===== src/rtl/reindeer_mem_responder_if.sv =====
// Word-wide memory request/response bus between an initiator and reindeer_mem_responder.
`ifndef MEM_ADDR_BITS
`define MEM_ADDR_BITS 15
`endif

interface reindeer_mem_responder_if;
    logic [`MEM_ADDR_BITS-1:0] mem_addr;
    logic [3:0]                mem_write_en;
    logic [31:0]               mem_write_data;
    logic                      mem_read_req;
    logic [31:0]               mem_read_data;
    logic                      mem_ready;
    logic                      mem_busy;

    modport master (
        output mem_addr, mem_write_en, mem_write_data, mem_read_req,
        input  mem_read_data, mem_ready, mem_busy
    );

    modport slave (
        input  mem_addr, mem_write_en, mem_write_data, mem_read_req,
        output mem_read_data, mem_ready, mem_busy
    );
endinterface


===== src/rtl/reindeer_mem_responder.sv =====
// Splits 32-bit word reads/writes into two 16-bit SRAM half-word accesses.
// Optional REINDEER_MEM_HALF_SKIP_EN: skip a write half whose byte enables are all zero.
`ifndef MEM_ADDR_BITS
`define MEM_ADDR_BITS 15
`endif

module reindeer_mem_responder (
    input  logic                    clk,
    input  logic                    reset_n,
    input  logic                    sync_reset,
    reindeer_mem_responder_if.slave mem,
    output logic [`MEM_ADDR_BITS:0] sram_addr,
    output logic                    sram_rd,
    output logic                    sram_wr,
    output logic [1:0]              sram_be,
    output logic [15:0]             sram_wdata,
    input  logic [15:0]             sram_rdata
);

`ifdef REINDEER_MEM_HALF_SKIP_EN
    localparam bit HalfSkip = 1'b1;
`else
    localparam bit HalfSkip = 1'b0;
`endif

    typedef enum logic [2:0] {
        StIdle, StRdLo, StRdHi, StRdCap, StWrLo, StWrHi, StDone
    } state_e;

    state_e                    state_q;
    logic [`MEM_ADDR_BITS-1:0] addr_q;
    logic [1:0]                hi_be_q;
    logic [15:0]               hi_data_q;
    logic [15:0]               rd_lo_q;

    assign mem.mem_busy = (state_q != StIdle);

    always_ff @(posedge clk or negedge reset_n) begin
        if (!reset_n) begin
            state_q           <= StIdle;
            addr_q            <= '0;
            hi_be_q           <= '0;
            hi_data_q         <= '0;
            rd_lo_q           <= '0;
            mem.mem_read_data <= '0;
            mem.mem_ready     <= 1'b0;
            sram_addr         <= '0;
            sram_rd           <= 1'b0;
            sram_wr           <= 1'b0;
            sram_be           <= '0;
            sram_wdata        <= '0;
        end else if (sync_reset) begin
            state_q           <= StIdle;
            addr_q            <= '0;
            hi_be_q           <= '0;
            hi_data_q         <= '0;
            rd_lo_q           <= '0;
            mem.mem_read_data <= '0;
            mem.mem_ready     <= 1'b0;
            sram_addr         <= '0;
            sram_rd           <= 1'b0;
            sram_wr           <= 1'b0;
            sram_be           <= '0;
            sram_wdata        <= '0;
        end else begin
            mem.mem_ready <= 1'b0;
            sram_rd       <= 1'b0;
            sram_wr       <= 1'b0;
            sram_be       <= '0;
            unique case (state_q)
                StIdle: begin
                    // Write has priority; a simultaneous read is dropped.
                    if (|mem.mem_write_en) begin
                        addr_q    <= mem.mem_addr;
                        hi_be_q   <= mem.mem_write_en[3:2];
                        hi_data_q <= mem.mem_write_data[31:16];
                        sram_wr   <= 1'b1;
                        if (HalfSkip && (mem.mem_write_en[1:0] == 2'b00)) begin
                            state_q    <= StWrHi;
                            sram_addr  <= {mem.mem_addr, 1'b1};
                            sram_be    <= mem.mem_write_en[3:2];
                            sram_wdata <= mem.mem_write_data[31:16];
                        end else begin
                            state_q    <= StWrLo;
                            sram_addr  <= {mem.mem_addr, 1'b0};
                            sram_be    <= mem.mem_write_en[1:0];
                            sram_wdata <= mem.mem_write_data[15:0];
                        end
                    end else if (mem.mem_read_req) begin
                        addr_q    <= mem.mem_addr;
                        state_q   <= StRdLo;
                        sram_rd   <= 1'b1;
                        sram_addr <= {mem.mem_addr, 1'b0};
                    end
                end
                StRdLo: begin
                    state_q   <= StRdHi;
                    sram_rd   <= 1'b1;
                    sram_addr <= {addr_q, 1'b1};
                end
                StRdHi: begin
                    rd_lo_q <= sram_rdata;
                    state_q <= StRdCap;
                end
                StRdCap: begin
                    mem.mem_read_data <= {sram_rdata, rd_lo_q};
                    mem.mem_ready     <= 1'b1;
                    state_q           <= StDone;
                end
                StWrLo: begin
                    if (HalfSkip && (hi_be_q == 2'b00)) begin
                        mem.mem_ready <= 1'b1;
                        state_q       <= StDone;
                    end else begin
                        state_q    <= StWrHi;
                        sram_wr    <= 1'b1;
                        sram_addr  <= {addr_q, 1'b1};
                        sram_be    <= hi_be_q;
                        sram_wdata <= hi_data_q;
                    end
                end
                StWrHi: begin
                    mem.mem_ready <= 1'b1;
                    state_q       <= StDone;
                end
                StDone: state_q <= StIdle;
                default: state_q <= StIdle;
            endcase
        end
    end

endmodule


===== src/flat_wrapper.sv =====
// flat-port wrapper written by rule: the top's interface ports become plain ports
module reindeer_mem_responder_flat 
  (clk, reset_n, sync_reset, sram_addr, sram_rd, sram_wr, sram_be, sram_wdata, sram_rdata, mem_mem_addr, mem_mem_write_en, mem_mem_write_data, mem_mem_read_req, mem_mem_read_data, mem_mem_ready, mem_mem_busy);
  reindeer_mem_responder_if mem_i ();
  input  logic clk;
  input  logic reset_n;
  input  logic sync_reset;
  output logic [`MEM_ADDR_BITS:0] sram_addr;
  output logic sram_rd;
  output logic sram_wr;
  output logic [1:0] sram_be;
  output logic [15:0] sram_wdata;
  input  logic [15:0] sram_rdata;
  input wire logic [$bits(mem_i.mem_addr)-1:0] mem_mem_addr;
  input wire logic [$bits(mem_i.mem_write_en)-1:0] mem_mem_write_en;
  input wire logic [$bits(mem_i.mem_write_data)-1:0] mem_mem_write_data;
  input wire logic [$bits(mem_i.mem_read_req)-1:0] mem_mem_read_req;
  output wire logic [$bits(mem_i.mem_read_data)-1:0] mem_mem_read_data;
  output wire logic [$bits(mem_i.mem_ready)-1:0] mem_mem_ready;
  output wire logic [$bits(mem_i.mem_busy)-1:0] mem_mem_busy;
  assign mem_i.mem_addr = mem_mem_addr;
  assign mem_i.mem_write_en = mem_mem_write_en;
  assign mem_i.mem_write_data = mem_mem_write_data;
  assign mem_i.mem_read_req = mem_mem_read_req;
  assign mem_mem_read_data = mem_i.mem_read_data;
  assign mem_mem_ready = mem_i.mem_ready;
  assign mem_mem_busy = mem_i.mem_busy;
  reindeer_mem_responder u_core (.clk(clk), .reset_n(reset_n), .sync_reset(sync_reset), .mem(mem_i), .sram_addr(sram_addr), .sram_rd(sram_rd), .sram_wr(sram_wr), .sram_be(sram_be), .sram_wdata(sram_wdata), .sram_rdata(sram_rdata));
endmodule

===== config.mk =====
export PLATFORM = sky130hd
export DESIGN_NAME = reindeer_mem_responder_flat
export DESIGN_NICKNAME = d
export VERILOG_FILES = /design/src/rtl/reindeer_mem_responder_if.sv /design/src/rtl/reindeer_mem_responder.sv /design/src/flat_wrapper.sv
export SDC_FILE = /design/constraint.sdc
export NUM_CORES = 1
export LEC_CHECK = 0
export CORE_MARGIN = 4
export CORE_UTILIZATION = 36
export CTS_CLUSTER_SIZE = 30
export DETAILED_ROUTE_END_ITERATION = 7
export SETUP_SLACK_MARGIN = 0.02
export SLEW_MARGIN = 15
export SYNTH_ARGS = -nofsm -noshare
export SYNTH_HDL_FRONTEND = slang
export SYNTH_SLANG_ARGS = --single-unit
export TNS_END_PERCENT = 1

===== constraint.sdc =====
create_clock -name clk -period 2.1 [get_ports clk]
set_input_delay 0.42 -clock clk [delete_from_list [all_inputs] [get_ports clk]]
set_output_delay 0.42 -clock clk [all_outputs]
set_load 0.05 [all_outputs]

==> run_results.csv <==
group,metric,value,unit
global_route,grt_remaining_overflow,0,
cells_and_area,multi_input_area,0.00188,mm2
global_route,grt_usage,0.174,
cts,cts-root-buf,"clkbuf_16",
critical_path,crit_buf_inv,1,
synthesis,ys_seq_elements,121,
cts,postCtsHoldBufs,0,
route,drt.antenna.violating_nets,0,
run_status,status,"finished, final reports clean",
synthesis,synth_compound_area_frac,0.149,
synthesis,yosys.area_share.simple,0.181,
critical_path,critPathMaxStageDelay,840,ps
critical_path,crit_chain,"clkdlybuf4s50_1",
route,wl_per_cell,15.6,um
timing,setup_violations,0,
pwr,finalPower,0.00769,W
synthesis,avgSynthCellArea,9.55,um2
timing,rsz0062_at_grt,"true",
synthesis,synth_warnings,0,
synthesis,synthXorXnorAreaFrac,0.00344,
cts,clock_latency,410,ps
pwr,powerDensity,1040,mW/mm2
cts,clkTransAtPathRegs,50,ps
pwr,p_leak,3.15,nW
synthesis,synth-adder-area-share,0,
floorplan,coreArea,0.0139,mm2
timing,max-slew-margin-rel,0.632,
route,viasPerCell,4.95,
floorplan,die_x,127,um
placed_design,gp_congestion,0.793,
synthesis,syn_area,0.00510,mm2
critical_path,setup.worst_path.class,"flip-flop to primary output",
cells_and_area,final_area,0.00739,mm2
cells_and_area,final_cell_mix,"nand2_1 (175), clkdlybuf4s50_1 (136), dfrtp_1 (121)",
critical_path,cp-start-kind,"flip-flop",
cells_and_area,nets,748,
cells_and_area,diodes,0,
hold_path,worstHoldPathType,"primary input to asynchronous set/reset pin",
cells_and_area,final_common_cell,"nand2_1",
run,cap_violations,0,
timing,post-route-period-util,0.967,
placed_design,port_buffers,140,
cells_and_area,fill_cells,1278,
global_route,antenna_found_initial,0,
critical_path,cp_slowest_cell,"clkdlybuf4s50_1",
route,dr.pass1.iters,5,
route,routed_wl,13600,um
placed_design,place_area,0.00680,mm2
route,vias,4309,
placed_design,dp_hpwl,8980,um
floorplan,row_count,43,
cts,cts_tree,"yes",
critical_path,crit_path_end_kind,"primary output",
synthesis,synth.distinct_cells,32,
critical_path,reg2regPathDepth,6,
timing,fmax,493,MHz
timing,tightest_slew,551,ps
global_route,grt_pass1_wl,22500,um
timing,maxSlewViolCount,0,
global_route,grt_max_degree,64,
cts,h-tree-depth,4,
synthesis,syn_inst,534,
global_route,grt_pass1_vias,4398,
synthesis,synth_top_family_by_area,"simple AND/OR/NAND/NOR gates",
timing,hold_violations,0,
cells_and_area,final_cells,870,
timing,period_needed,2030,ps
floorplan,start_util,0.367,
cts,cts.path.max_buffers,2,
critical_path,cp.depth,1,
cells_and_area,seqCellArea,0.00303,mm2
critical_path,worstPathRequired,1680,ps
cts,cts_sinks,121,
cts,cts_buffers,17,
floorplan,io_pins,141,
pwr,max-vdd-ir-drop,0.481,mV
floorplan,dieArea,0.0161,mm2
synthesis,synth.area.mux_share,0.0353,
synthesis,synth_seq_area_share,0.594,
critical_path,cp.arrival,1610,ps
floorplan,die_h,127,um
timing,skew,4.06,ps
placed_design,place_ws,-291,ps
route,drcViolationCount,0,
cells_and_area,syn_to_final_growth,44.9,%
placed_design,numPlacedInstances,836,
timing,setup_ws,70.1,ps
critical_path,critPathTopFamily,"buffers and inverters",
synthesis,syn_nets,605,
cells_and_area,layout-drive-gt1-share,0.0957,
route,first_iter_violations,222,
critical_path,path_max_fanout,2,
timing,whs,12.3,ps
[where the power goes]
part	internal, W	leakage, nW	switching (W)
clock	0.00177	0.286	0.00100
sequential	0.00260	1.63	0.000161
combinational	0.000806	1.23	0.00136
[registers in the layout, summed over array words and instances, names as in the netlist, 2 cells and up]
name / cells
u_core.rd_lo_q: 16
u_core.sram_addr: 16
u_core.mem.mem_read_data: 32
u_core.hi_be_q: 2
u_core.hi_data_q: 16
u_core.sram_be: 2
u_core.state_q: 3
u_core.sram_wdata: 16
u_core.addr_q: 15
[synthesized netlist by cell type]
library cell	number	area share
a211oi_1	18	0.027
a21o_1	1	0.0015
a21oi_1	81	0.080
a22oi_1	2	0.0029
a311oi_1	11	0.019
a311oi_2	4	0.012
and2_1	1	0.0012
and3b_1	1	0.0017
buf_2	10	0.0098
buf_4	4	0.0059
buf_6	1	0.0022
clkbuf_1	26	0.019
dfrtp_1	121	0.59
inv_1	1	0.00074
mux2i_1	18	0.035
nand2_1	175	0.13
nand2b_1	1	0.0012
nand3b_1	1	0.0015
nor2_1	41	0.030
nor3_1	1	0.00098
nor3_4	1	0.0032
nor3b_1	1	0.0015
nor3b_2	1	0.0025
nor4_1	3	0.0037
o21a_1	2	0.0029
o21ai_4	1	0.0032
o21bai_1	1	0.0015
or3_1	1	0.0012
or3b_2	1	0.0017
or4_1	1	0.0015
xnor2_1	1	0.0017
xor2_1	1	0.0017
[worst paths after layout]
check | startpoint | end | slack, ps
hold reg to reg | u_core.rd_lo_q[15] | u_core.mem.mem_read_data[15] | 520
setup / recovery | u_core.mem.mem_read_data[31] | mem_mem_read_data[31] | 70
hold / removal | reset_n | u_core.sram_be[0] | 10
max in group asynchronous | reset_n | u_core.mem.mem_read_data[10] | 1780
setup reg to reg | u_core.state_q[0] | u_core.sram_addr[15] | 370
min in group clk | sync_reset | u_core.hi_be_q[1] | 430
[timing repair]
action	4_1_cts	5_1_grt
gates resized for setup	0	1
pin swaps	1	1
buffers inserted	0	2
endpoints found under the setup margin	1	6
[per-layer routing]
layer  part of all wire  vias to the layer above  GRT usage
li1                   -                     2089          -
met1               0.46                     2082      0.234
met2               0.46                      121      0.264
met3              0.061                       17     0.0502
met4              0.020                        0     0.0763
met5                  0                        -          0
[worst reg2reg max path, stage by stage (launching register included)]
cell and delay (ps):
dfrtp_1 520, nor3_4 300, buf_4 160, o21a_1 160, buf_12 150, nand2_1 90, a311oi_2 270
[logic make-up (layout without fill, tap and decap cells)]
kind of cell	count (synthesis)	count (layout)
AND/OR/NAND/NOR	230	230
AO/OA/AOI/OAI	121	121
multiplexers	18	18
XOR/XNOR	2	2
flip-flops	121	121
buffers and inverters	42	198
[metrics by stage]
stage / TNS, ps / util
final: 0 / 0.532
after global routing: 0 / 0.532
after CTS: 0 / 0.531
after detailed placement: -10460 / 0.490
after global placement: -8170 / 0.490
after floorplan: 0 / -
[layout make-up]
type,count,area share
Sequential cell,121,0.410
Multi-Input combinational cell,371,0.254
Timing Repair Buffer,165,0.228
Clock buffer,24,0.0679
Tap cell,180,0.0305
Clock inverter,8,0.00914
Inverter,1,0.000508
Note: power is estimated with default switching activity, not from simulation.
==> edit: new RTL, config.mk and constraints unchanged <==
The 7 states of `state_e` get a one-hot encoding in 7 bits.
--- a/src/rtl/reindeer_mem_responder.sv
+++ b/src/rtl/reindeer_mem_responder.sv
@@ -23,8 +23,8 @@
     localparam bit HalfSkip = 1'b0;
 `endif
 
-    typedef enum logic [2:0] {
-        StIdle, StRdLo, StRdHi, StRdCap, StWrLo, StWrHi, StDone
+    typedef enum logic [6:0] {
+        StIdle = 7'b0000001, StRdLo = 7'b0000010, StRdHi = 7'b0000100, StRdCap = 7'b0001000, StWrLo = 7'b0010000, StWrHi = 7'b0100000, StDone = 7'b1000000
     } state_e;
 
     state_e                    state_q;
Function: no difference found for any inputs over 10 cycles, from zero or initial values and one cycle with reset_n low; not proved beyond that.
==> edit against the unedited design <==
Combinational power decreased by 19%. Routed wire length decreased by 1.3%. Count of clock-buffer cells in the layout decreased by 3. Area after synthesis increased by 4.9%. Worst hold slack improved by 0.26 ns. First-iteration DRC count decreased by 2.7%. Total power increased by 3.4%. Cell area increased by 5.8%. Die area increased by 4.6%. Sequential share of layout area decreased by 0.97 points. Setup slack improved by 0.00055 ns. Cell count decreased by 2.1%. Sequential cell count increased by 4. Critical endpoint is now mem_mem_read_data[13]. Largest power group unchanged.
==> edit: results (changes against the unedited design) <==
All-Layer GR Usage 0.169 (-0.00532); FF-to-FF Start u_core.state_q[5]; met3 global-route usage 0.0540 (+0.00386); CP Launch Point u_core.mem.mem_read_data[13]; M1 WL 5960 microns (-4.4%); layout cell share with drive strength beyond 1 0.142 (+0.0466); run status finished clean; Synth Net Count 579 (-4.3%); Skew-Pair Late Insertion Delay 0.41 ns (about the same); Hold Path Class primary input to flop; Ys Warns 0 (unchanged); power per cell area 1020 mW/mm^2 (-2.3%); setup slack after layout 0.0707 ns (+0.000554 ns); Fillers 1,291 (+1.0%); clock skew 0.00386 ns (-0.000196 ns); top layer in use met4; internal power 5.70 mW (+10%); GR Util met2 0.259 (-0.00499); CP peak stage delay 0.82 ns (-0.02 ns); DP Cell Count 819 (-2.0%); Post-Synthesis Cells 508 (-4.9%); largest net degree at the start of global routing 55 (-14%); Post-DP HPWL 9320 microns (+3.9%); Reg2Reg Capture Point u_core.mem.mem_read_data[5]; LEAKAGE 3.32 nW (+5.4%); met1 Use GR 0.227 (-0.00729); VDD IR-drop max 0.493 mV (+2.5%); first-pass GRT wire length 22,400 microns (-0.40%); register area share after synthesis 0.585 (-0.00870); fin nets 726 (-2.9%); final non-filler cell total 852 (-2.1%); Critical Path End mem_mem_read_data[13]; met3 wire length 878 microns (+6.0%); R2R setup slack 0.14 ns (-0.23 ns); area post-placement 0.00708 sq mm (+4.1%); initial antenna violation count 0 (unchanged); routed length per instance 15.7 microns (+0.81%); Area contributors post-synth dfrtp_1 58%, nand2_1 7.1%, a21oi_1 7.0%, nor2b_1 3.7%, a22o_1 3.3%; pre-CTS worst setup slack -0.00583 ns (+0.285 ns); met2 routed WL 6360 microns (+1.9%); Post-synth top cells 124 x dfrtp_1, 101 x nand2_1, 75 x a21oi_1, 37 x nor2_1, 32 x nor2b_1; Netlist cell types 40 (+25%); P_clk 3.40 mW (+23%); Combinational Power Share 0.220 (-0.062); initial DRC count 216 (-2.7%); vias in the first global route 4,352 (-1.0%); DR vias/cell 4.96 (+0.12%); Placer Congestion 0.775 (-2.2%); hold_ws 0.274 ns (+0.262 ns)
## edit: cell types whose count changed after synthesis, moves of 14 or more
cell,change
a22o_1,+20
a22oi_1,+14
nor2b_1,+32
nand2_1,-74
a211oi_1,-18
mux2_2,+15
## edit: final cells by class
| type | instances | area [sq um] | area share |
|---|---|---|---|
| Multi-Input combinational cell | 348 | 2080 | 0.267 |
| Inverter | 2 | 7.51 | 0.000960 |
| Clock inverter | 11 | 210 | 0.0269 |
| Clock buffer | 21 | 480 | 0.0614 |
| Timing Repair Buffer | 161 | 1680 | 0.215 |
| Tap cell | 184 | 230 | 0.0294 |
| Sequential cell | 125 | 3130 | 0.400 |
## edit: cell families after synthesis
family          count (synthesis)  share of synthesized area
simple gates                  191                      0.170
compound gates                127                      0.150
buf+inv                        35                     0.0351
mux                            30                     0.0597
flops                         125                      0.585
## edit: what timing repair did
action                                  CTS  global route
endpoints found under the setup margin    1            16
hold buffers                              1             0
resized for setup                         4             6
endpoints found under the hold margin    26             0
